<file path="src/rtl/spi_flash_seq.sv">
`default_nettype none
// ============================================================================
// spi_flash_seq : turns one "read N bytes at A" request into a flash READ (0x03)
// Rev 1.0
// ============================================================================
module spi_flash_seq #(
  parameter int STROBE_CYC = 18,
  parameter int CS_SETUP   = 2,
  parameter int CS_HOLD    = 2,
  parameter int LEN_W      = 16
) (
  input  logic             clk,
  input  logic             rst_n,
  input  logic             req_valid_i,
  input  logic [23:0]      req_addr_i,
  input  logic [LEN_W-1:0] req_len_i,
  output logic             req_ready_o,
  output logic             rd_valid_o,
  output logic [7:0]       rd_data_o,
  output logic             done_o,
  output logic             busy_o,
  output logic             spi_cs_n_o,
  output logic             spi_enviar_o,
  output logic             spi_recibir_o,
  output logic [7:0]       spi_din_o,
  input  logic [7:0]       spi_dout_i
);

  localparam int c_TMAX_A = (STROBE_CYC > CS_SETUP) ? STROBE_CYC : CS_SETUP;
  localparam int c_TMAX   = (c_TMAX_A > CS_HOLD) ? c_TMAX_A : CS_HOLD;
  localparam int c_TW     = $clog2(c_TMAX + 1);

  localparam logic [c_TW-1:0]  c_GAP        = c_TW'(STROBE_CYC);
  localparam logic [c_TW-1:0]  c_LAST_HI    = c_TW'(STROBE_CYC - 1);
  localparam logic [c_TW-1:0]  c_SETUP_LAST = c_TW'(CS_SETUP - 1);
  localparam logic [c_TW-1:0]  c_HOLD_LAST  = c_TW'(CS_HOLD - 1);
  localparam logic [c_TW-1:0]  c_TICK_ONE   = c_TW'(1);
  localparam logic [LEN_W-1:0] c_LEN_ONE    = LEN_W'(1);
  localparam logic [7:0]       c_CMD_READ   = 8'h03;

  typedef enum logic [2:0] {
    ST_IDLE  = 3'd0,
    ST_SETUP = 3'd1,
    ST_SEND  = 3'd2,
    ST_PRIME = 3'd3,
    ST_READ  = 3'd4,
    ST_HOLD  = 3'd5,
    ST_DONE  = 3'd6
  } state_t;

  state_t           state_q, state_d;
  logic [c_TW-1:0]  tick_q, tick_d;
  logic [1:0]       idx_q, idx_d;
  logic [LEN_W-1:0] len_q, len_d;
  logic [23:0]      addr_q, addr_d;

  logic       cs_n_q, cs_n_d;
  logic       enviar_q, enviar_d;
  logic       recibir_q, recibir_d;
  logic [7:0] din_q, din_d;
  logic       rd_valid_q, rd_valid_d;
  logic [7:0] rd_data_q, rd_data_d;
  logic       done_q, done_d;
  logic       busy_q, busy_d;
  logic       ready_q, ready_d;

  // Slot states count tick 0..STROBE_CYC-1 with the strobe high, tick STROBE_CYC is the gap.
  always_comb begin
    state_d = state_q;
    tick_d  = tick_q;
    idx_d   = idx_q;
    len_d   = len_q;
    addr_d  = addr_q;
    case (state_q)
      ST_IDLE: begin
        if (req_valid_i) begin
          addr_d  = req_addr_i;
          len_d   = req_len_i;
          tick_d  = '0;
          idx_d   = '0;
          state_d = (req_len_i == '0) ? ST_DONE : ST_SETUP;
        end
      end
      ST_SETUP: begin
        if (tick_q == c_SETUP_LAST) begin
          tick_d  = '0;
          state_d = ST_SEND;
        end else begin
          tick_d = tick_q + c_TICK_ONE;
        end
      end
      ST_SEND: begin
        if (tick_q == c_GAP) begin
          tick_d = '0;
          if (idx_q == 2'd3) begin
            state_d = ST_PRIME;
          end else begin
            idx_d = idx_q + 2'd1;
          end
        end else begin
          tick_d = tick_q + c_TICK_ONE;
        end
      end
      ST_PRIME: begin
        if (tick_q == c_GAP) begin
          tick_d  = '0;
          state_d = ST_READ;
        end else begin
          tick_d = tick_q + c_TICK_ONE;
        end
      end
      ST_READ: begin
        if (tick_q == c_GAP) begin
          tick_d = '0;
          len_d  = len_q - c_LEN_ONE;
          if (len_q == c_LEN_ONE) begin
            state_d = ST_HOLD;
          end
        end else begin
          tick_d = tick_q + c_TICK_ONE;
        end
      end
      ST_HOLD: begin
        if (tick_q == c_HOLD_LAST) begin
          tick_d  = '0;
          state_d = ST_DONE;
        end else begin
          tick_d = tick_q + c_TICK_ONE;
        end
      end
      ST_DONE: begin
        state_d = ST_IDLE;
      end
      default: begin
        state_d = ST_IDLE;
      end
    endcase
  end

  // Outputs are decoded from the next state so they line up with it once registered.
  always_comb begin
    cs_n_d    = (state_d == ST_IDLE) || (state_d == ST_DONE);
    enviar_d  = (state_d == ST_SEND) && (tick_d != c_GAP);
    recibir_d = ((state_d == ST_PRIME) || (state_d == ST_READ)) && (tick_d != c_GAP);
    din_d     = 8'h00;
    if (state_d == ST_SEND) begin
      case (idx_d)
        2'd0:    din_d = c_CMD_READ;
        2'd1:    din_d = addr_d[23:16];
        2'd2:    din_d = addr_d[15:8];
        default: din_d = addr_d[7:0];
      endcase
    end
    rd_valid_d = (state_q == ST_READ) && (tick_q == c_LAST_HI);
    rd_data_d  = rd_valid_d ? spi_dout_i : rd_data_q;
    done_d     = (state_d == ST_DONE);
    busy_d     = (state_d != ST_IDLE);
    ready_d    = (state_d == ST_IDLE);
  end

  always_ff @(posedge clk or negedge rst_n) begin
    if (!rst_n) begin
      state_q    <= ST_IDLE;
      tick_q     <= '0;
      idx_q      <= '0;
      len_q      <= '0;
      addr_q     <= '0;
      cs_n_q     <= 1'b1;
      enviar_q   <= 1'b0;
      recibir_q  <= 1'b0;
      din_q      <= 8'h00;
      rd_valid_q <= 1'b0;
      rd_data_q  <= 8'h00;
      done_q     <= 1'b0;
      busy_q     <= 1'b0;
      ready_q    <= 1'b1;
    end else begin
      state_q    <= state_d;
      tick_q     <= tick_d;
      idx_q      <= idx_d;
      len_q      <= len_d;
      addr_q     <= addr_d;
      cs_n_q     <= cs_n_d;
      enviar_q   <= enviar_d;
      recibir_q  <= recibir_d;
      din_q      <= din_d;
      rd_valid_q <= rd_valid_d;
      rd_data_q  <= rd_data_d;
      done_q     <= done_d;
      busy_q     <= busy_d;
      ready_q    <= ready_d;
    end
  end

  assign req_ready_o   = ready_q;
  assign rd_valid_o    = rd_valid_q;
  assign rd_data_o     = rd_data_q;
  assign done_o        = done_q;
  assign busy_o        = busy_q;
  assign spi_cs_n_o    = cs_n_q;
  assign spi_enviar_o  = enviar_q;
  assign spi_recibir_o = recibir_q;
  assign spi_din_o     = din_q;

endmodule
`default_nettype wire
</file>
<file path="config.mk">
export PLATFORM = sky130hd
export DESIGN_NAME = spi_flash_seq
export DESIGN_NICKNAME = d
export VERILOG_FILES = /design/src/rtl/spi_flash_seq.sv
export SDC_FILE = /design/constraint.sdc
export NUM_CORES = 1
export LEC_CHECK = 0
export CAP_MARGIN = 0
export CORE_MARGIN = 10
export CORE_UTILIZATION = 45
export CTS_CLUSTER_SIZE = 12
export DETAILED_ROUTE_END_ITERATION = 10
export DONT_BUFFER_PORTS = 1
export SYNTH_ARGS = -nofsm -noshare
export SYNTH_HDL_FRONTEND = slang
export SYNTH_SLANG_ARGS = --single-unit
</file>
<file path="constraint.sdc">
create_clock -name clk -period 4.5 [get_ports clk]
set_input_delay 0.225 -clock clk [delete_from_list [all_inputs] [get_ports clk]]
set_output_delay 0.225 -clock clk [all_outputs]
set_load 0.005 [all_outputs]
</file>
# After elaboration in Yosys (flattened, before gate mapping)
# Cells that the tools add are included.
[totals]
regBits = 73
inputBits = 51
latchBits = 0
memories = 0
rom_bits = 0
word_cells = 75
ram_bits = 0
[classes]
muxes = 25
n_div = 0
n_bitwise = 0
n_reduce_logical = 14
shift = 0
addsub = 3
mul = 0
order_cmp = 0
n_eq_ne = 19
[ops]
columns = ["cell", "count"]
rows = [
  ["$mux W24", 2],
  ["$mux W16", 2],
  ["$pmux W16 S2", 1],
  ["$mux W3", 9],
  ["$pmux W8 S3", 1],
  ["$pmux W3 S6", 1],
  ["$eq A16 B1 Y1 const B", 1],
  ["$logic_not A16 Y1", 1],
  ["$sub A16 B1 Y16 const B", 1],
  ["$mux W5", 3],
  ["$pmux W5 S3", 1],
  ["$eq A3 B2 Y1 const B", 4],
  ["$eq A3 B3 Y1 const B", 4],
  ["$eq A5 B5 Y1 const B", 2],
  ["$mux W8", 1],
  ["$logic_not A3 Y1", 2],
  ["$mux W2", 3],
  ["$add A5 B1 Y5 const B", 1],
  ["$eq A5 B1 Y1 const B", 1],
  ["$ne A5 B5 Y1 const B", 1],
  ["$eq A2 B2 Y1 const B", 2],
  ["$ne A2 B2 Y1 const B", 2],
  ["$pmux W2 S2", 1],
  ["$eq A3 B1 Y1 const B", 1],
  ["other kinds (10)", 13],
]

# Logic depth before layout (Yosys ltp)
# Gate-level depths: netlist of the first run.
[depth]
ltp_word = 7
ltp_mapped = 9
mapped_depth_nobuf = 8

# Worst setup path after synthesis of the first run
# Ideal clock, no wire load.
[synth_path]
kind = "reg2reg"
startpoint = "register tick_q[1]"
endpoint = "register din_q[0], in the netlist spi_din_o[0]"
path_slack_ps = 2201
t_required_ps = 4413
arrival_time_ps = 2213
path_stages_with_launch = 9
cell_sequence = "dfrtp_1 > inv_1 > ha_1 > or4b_4 > and3b_1 > a311oi_2 > or4b_1 > buf_6 > a211oi_2"
[synth_via]
elab_chain_cells = 6
[synth_lines]
columns = ["item", "line_no", "rtl"]
rows = [
  ["start: declaration", "52", "logic [c_TW-1:0] tick_q, tick_d;"],
  ["start signal: assignment", "179", "tick_q <= tick_d;"],
  ["$eq A5 B5 Y1", "93, 105, 113", ""],
  ["$mux W2", "93", "if (tick_q == c_GAP) begin"],
  ["$pmux W2 S2", "74", "case (state_q)"],
  ["$eq A2 B2 Y1, or another cell as far along", "147", "case (idx_d)"],
  ["$pmux W8 S3", "147", ""],
  ["$mux W8 (*)", "146", "if (state_d == ST_SEND) begin"],
  ["named net din_d[0]", "60", "logic [7:0] din_q, din_d;"],
  ["end signal: assignment", "186", "din_q <= din_d;"],
  ["end: declaration", "60", ""],
]
# The timed path passes the listed nets; every way through them passes the cells marked *.
# A chain may end at the register's enable or synchronous reset.

# Worst setup path in the final report of the first run
[layout_path]
startpoint = "register state_q[2]"
endpoint = "register enviar_q, in the netlist spi_enviar_o"
[layout_via]
elab_chain_cells = 5
[layout_lines]
columns = ["item", "line_no", "rtl"]
rows = [
  ["start: declaration", "51", "state_t state_q, state_d;"],
  ["start signal: assignment", "178", "state_q <= state_d;"],
  ["$eq A3 B3 Y1, or another cell as far along", "74", ""],
  ["$reduce_or A3 Y1 (no line), or another cell as far along", "n/a", ""],
  ["$pmux W5 S3 / $pmux W3 S6 (equally long branches)", "74", ""],
  ["$ne A5 B5 Y1 / $eq A3 B2 Y1 (equally long branches)", "143", "enviar_d = (state_d == ST_SEND) && (tick_d != c_GAP);"],
  ["$logic_and A1 B1 Y1 (*)", "143", ""],
  ["named net enviar_d", "58", "logic enviar_q, enviar_d;"],
  ["end signal: assignment", "184", "enviar_q <= enviar_d;"],
  ["end: declaration", "58", ""],
]
# Marks and branches as above.

==> impl_metrics.ini, run 1 <==
[clocking]
clk_latency_ns = 0.35
cts_resized = 0
root_buffer = clkbuf_8
clk_path_buf_depth = 2
postCtsSetupBuffers = 0
cts_hold_buffers = 20
clkTransAtPathRegs_ns = 0.08
cts_buffers = 9
cts.sinks = 73
htreeDepth = 3
cts_tree = done

[setup_path]
critPathCaptureType = flop
cp.required_ns = 4.72
arrival_ns = 2.94
cp-start-kind = flop
cp_slowest_stage_delay_ns = 0.95
slowest_stage = nor3b_2
cp_cell_sequence = nor3b_2 -> o21ai_0 -> a2111o_1 -> a21oi_1 -> a21oi_1
cp_common_cell = a21oi_1
crit_fanout = 20
r2r_slack_ns = 1.77
path_class = reg2reg

[status]
status = complete, no violations

[power_and_ir_drop]
combinationalPowerShare_pct = 27.0
p_seq_share_pct = 47.7
peakVddDrop_v = 0.0002638
pwr-share-clk_pct = 25.3
internal_power_mw = 1.459
p_per_area_nw_per_um2 = 548.8
p_sw_share_pct = 36.12
p_leak_nw = 1.801
p_sw_mw = 0.8252

[drt]
vias_per_cell = 5.672
ant_nets = 0
wl_per_cell_um = 17.03
remaining_drc_errors = 0
drtIter0Drc = 219
first_pass_iters = 4
totalWireLength_um = 8991
via_count = 2995

[logic_synthesis]
syn_nets = 465
synth-seq-area-share_pct = 50.34
synth_cell_type_count = 61
synth_edf_count = 0
synth_cells = 409
ys.warnings.count = 0
synth_ff_type = dfrtp_1
synth_seq_cells = 73
synth_area_um2 = 3633
synthArstFlopShare_pct = 100.0
syn_area_per_cell_um2 = 8.884

[job]
maxCapViolations = 0

[global_routing]
track_usage_pct = 15.45
grt_pass1_vias = 2914
grt_overflow_total = 0
antenna_found_initial = 0
grt_max_degree = 74
grt_first_pass_wirelength_um = 14940

[cells_and_area]
area_growth_pct = 14.57
layout-drive-gt1-share_pct = 8.685
final_util_pct = 53.32
most-common-layout-cells = nand2_1 (105), dfrtp_1 (71), a21oi_1 (28), nand3_1 (26), dlygate4sd3_1 (22)
fill_cells = 734
final_nets = 477
final_common_cell = nand2_1
diodes = 0

[sta]
setup_tns_ns = 0
relSlewSlack_pct = 25.00
timing.final.max_slew_violations = 0
clock_skew_ns = 0.007227
finalCriticalPeriod_ns = 2.726
finalHoldViolCount = 0
fin_crit_sh_pct = 60.58
max_freq_ghz = 0.3668
setup_violations = 0
hold_ws_ns = 0.01984
setup_slack_ns = 1.774
rsz0062_at_grt = false
tightest_slew_ns = 1.125

[die]
die_w_um = 109.9
die_y_um = 109.9
io_pins = 74
die_area_um2 = 12070
placementRows = 32
initial_core_util_pct = 46.54
coreArea_um2 = 7807

[place]
hpwl_um = 6123
port_buffers = 0
place_ws_ns = 1.760
routabilityCongestion = 0.8104

[min_path]
holdCritPathClass = in2reg
==> flip-flops by register name (all words and copies together) (netlist names) <==
name	count
addr_q	24
len_q	16
rd_data_o	8
spi_din_o	8
tick_q	5
state_q	3
idx_q	2
busy_o	1
done_o	1
rd_valid_o	1
req_ready_o	1
spi_cs_n_o	1
spi_enviar_o	1
spi_recibir_o	1
==> area by class of cell <==
class	instances	area, µm²	area share (%)
timing repair buffer	25	262.8	6.312
tap	102	127.6	3.066
multi-input combinational	300	1673	40.19
sequential	73	1829	43.94
clock buffer	9	123.9	2.976
clock inverter	7	101.3	2.435
inverter	12	45.04	1.082
==> kinds of logic (layout without fill, tap and decap cells) <==
family | after synthesis | after routing | share of synthesized area (%)
adders and majority gates | 5 | 5 | 1.722
and+or+nand+nor | 203 | 203 | 27.14
buffers and inverters | 36 | 53 | 3.995
xor gates and xnor gates | 1 | 1 | 0.2411
DFF | 73 | 73 | 50.34
muxes | 2 | 2 | 0.5510
AOI/OAI and AO/OA | 89 | 89 | 16.01
==> layer usage <==
metal,vias up,track usage [%],wire length (µm)
li1,1471,-,-
met1,1418,21.31,4099
met2,94,21.97,4022
met3,12,5.617,734
met4,0,4.833,136
met5,-,0,0
==> through the flow <==
step	instance area, µm²	std cells	power [mW]
floorplan	3633	409	1.544
global placement	3690	489	1.669
detailed placement	3690	489	1.690
CTS	4133	525	2.306
global route	4163	528	2.478
finish	4163	528	2.285
==> Yosys cell counts (3+ instances only) <==
library cell | number | area (µm²)
a31oi_1 | 8 | 50.05
clkbuf_1 | 21 | 78.83
nor2_1 | 21 | 78.83
nand3_1 | 26 | 130.1
a21oi_1 | 28 | 140.1
a21o_1 | 4 | 30.03
nor3b_1 | 4 | 30.03
inv_1 | 9 | 33.78
o2bb2ai_1 | 7 | 61.31
nand2_1 | 105 | 394.1
a22oi_1 | 4 | 30.03
ha_1 | 5 | 62.56
nor3_1 | 7 | 35.03
dfrtp_1 | 71 | 1777
nor4_1 | 10 | 62.56
o21ai_0 | 19 | 95.09
or4_1 | 3 | 22.52
==> path summary, 6_finish.rpt <==
check / start / endpoint / cells past startpoint
min in group asynchronous: rst_n / done_o$_DFF_PN0_ / 2
hold reg to reg: addr_q[14]$_DFF_PN0_ / addr_q[14]$_DFF_PN0_ / 2
setup reg to reg: state_q[2]$_DFF_PN0_ / spi_enviar_o$_DFF_PN0_ / 5
hold / removal: req_addr_i[18] / addr_q[18]$_DFF_PN0_ / 2
setup / recovery: state_q[2]$_DFF_PN0_ / spi_enviar_o$_DFF_PN0_ / 5
max in group asynchronous: rst_n / len_q[15]$_DFFE_PN0P_ / 2
==> power groups by stage <==
stage | clock [mW] | sequential, mW | combinational [mW]
finish | 0.578 | 1.09 | 0.617
global route | 0.628 | 1.13 | 0.721
detailed placement | 0 | 1.10 | 0.590
floorplan | 0 | 1.01 | 0.538
global placement | 0 | 1.09 | 0.577
CTS | 0.596 | 1.09 | 0.622
==> worst max-delay path, delay by kind of cell (launching register included) <==
| kind | cells | cell delay (ns) |
|---|---|---|
| AND/OR/NAND/NOR | 1 | 0.95 |
| flip-flops | 1 | 0.58 |
| AO/OA/AOI/OAI | 4 | 1.08 |
(Power assumes the default switching activity.)
==> inputs of run 2 (changes only) <==
clock period = 2.4 ns   (was 4.5 ns; I/O delays follow)
==> impl_metrics.ini, run 2 (same netlist as run 1, synthesis figures left out) <==
[clocking]
cts_buffers = 9
clkTransAtPathRegs_ns = 0.07
root_buffer = clkbuf_8
htreeDepth = 3
cts_tree = done
clk_path_buf_depth = 2
cts.sinks = 73
clk_latency_ns = 0.35

[global_routing]
use_met1_pct = 22.03
gr-usage-met3_pct = 5.793
grt_pass1_vias = 3300
grt_max_degree = 74
grt_first_pass_wirelength_um = 16420
antenna_found_initial = 0
track_usage_pct = 16.88
grt_overflow_total = 0
grt_use_met2_pct = 26.50
grt-busiest-layer = met2

[die]
die_w_um = 109.9
initial_core_util_pct = 46.54
coreArea_um2 = 7807
die_area_um2 = 12070
die_y_um = 109.9
placementRows = 32
io_pins = 74

[status]
status = complete, no violations

[place]
place_ws_ns = 0.02651
hpwl_um = 6699
port_buffers = 0
dp.cells = 516
routabilityCongestion = 0.8129

[setup_path]
cp-start-kind = flop
r2r_slack_ns = 0.07
arrival_ns = 2.60
path_class = reg2reg
critPathCaptureType = flop
cp.required_ns = 2.66
crit_fanout = 9

[sta]
setup_slack_ns = 0.06501
finalCriticalPeriod_ns = 2.335
fin_crit_sh_pct = 97.29
relSlewSlack_pct = 69.64
tightest_slew_ns = 0.4543
hold_ws_ns = 0.01517
max_freq_ghz = 0.4283
clock_skew_ns = 0.007724
finalHoldViolCount = 0
setup_violations = 0
rsz0062_at_grt = true
timing.final.max_slew_violations = 0

[drt]
wl_per_cell_um = 17.02
first_pass_iters = 5
ant_nets = 0
via_count = 3231
drtIter0Drc = 279
vias_per_cell = 5.600
remaining_drc_errors = 0
totalWireLength_um = 9820

[cells_and_area]
top_register = addr_q
reg_top3 = addr_q (24), len_q (16)
final_common_cell = nand2_1
most-common-layout-cells = nand2_1 (105), dfrtp_1 (71), dlygate4sd3_1 (45), a21oi_1 (28), buf_4 (28)
diodes = 0
stdcell_count = 577
final_util_pct = 58.62
layout-drive-gt1-share_pct = 13.05
area_growth_pct = 25.96
final_nets = 526
largest_reg_flops = 24

[min_path]
holdCritPathClass = in2reg

[power_and_ir_drop]
p_leak_nw = 2.020
peakVddDrop_v = 0.0004635
p_per_area_nw_per_um2 = 973.7
power_mw = 4.457

[job]
maxCapViolations = 0
run 2: layout make-up:
type	count	area [µm²]
fillers	682	3231
flip-flops and latches	73	1829
multi-input cells	300	1683
repair buffers	74	688.2
clock buffers	13	138.9
well taps	102	127.6
clock inverters	3	65.06
inverters	12	45.04
run 2: per-stage QoR:
step / TNS [ns] / instance area (µm²)
2_1_floorplan: 0 / 3633
3_3_place_gp: 0 / 3892
3_5_place_dp: 0 / 3892
4_1_cts: 0 / 4574
5_1_grt: -0.1352 / 4577
6_report: 0 / 4577
run 2: where the power goes:
part | leakage [nW] | total [mW] | switching (mW) | internal (mW)
sequential | 0.877 | 1.98 | 0.314 | 1.67
combinational | 1.04 | 1.45 | 0.819 | 0.628
clock | 0.102 | 1.03 | 0.443 | 0.586
total | 2.02 | 4.46 | 1.58 | 2.88
run 2: worst max-delay path, stage by stage, from the launching register on:
cell and delay, ns:
dfrtp_1 0.39, inv_2 0.07, ha_1 0.14, or4b_4 0.48, and3b_1 0.21, a311oi_2 0.21
or4b_4 0.59, a31oi_1 0.18
run 2: per-layer routing:
metal | part of all wire [%] | up-vias
met5 | 0 | -
met1 | 44 | 1551
met2 | 47 | 108
li1 | - | 1566
met4 | 0.53 | 0
met3 | 8.6 | 6
run 2: repair_timing:
item | in CTS | in global routing
endpoints found under the hold margin | 117 | 0
setup buffers | 0 | 0
hold buffers | 46 | 0
gates resized for setup | 0 | 3
endpoints found under the setup margin | 0 | 9
run 2: path summary, 6_finish.rpt:
check	end	start	cells past startpoint
hold / removal	len_q[5]$_DFFE_PN0P_	req_len_i[5]	2
min in group asynchronous	state_q[0]$_DFF_PN0_	rst_n	2
setup / recovery	spi_din_o[7]$_DFF_PN0_	tick_q[1]$_DFF_PN0_	7
setup reg to reg	spi_din_o[7]$_DFF_PN0_	tick_q[1]$_DFF_PN0_	7
max in group asynchronous	req_ready_o$_DFF_PN1_	rst_n	2
hold reg to reg	addr_q[8]$_DFF_PN0_	addr_q[8]$_DFF_PN0_	2
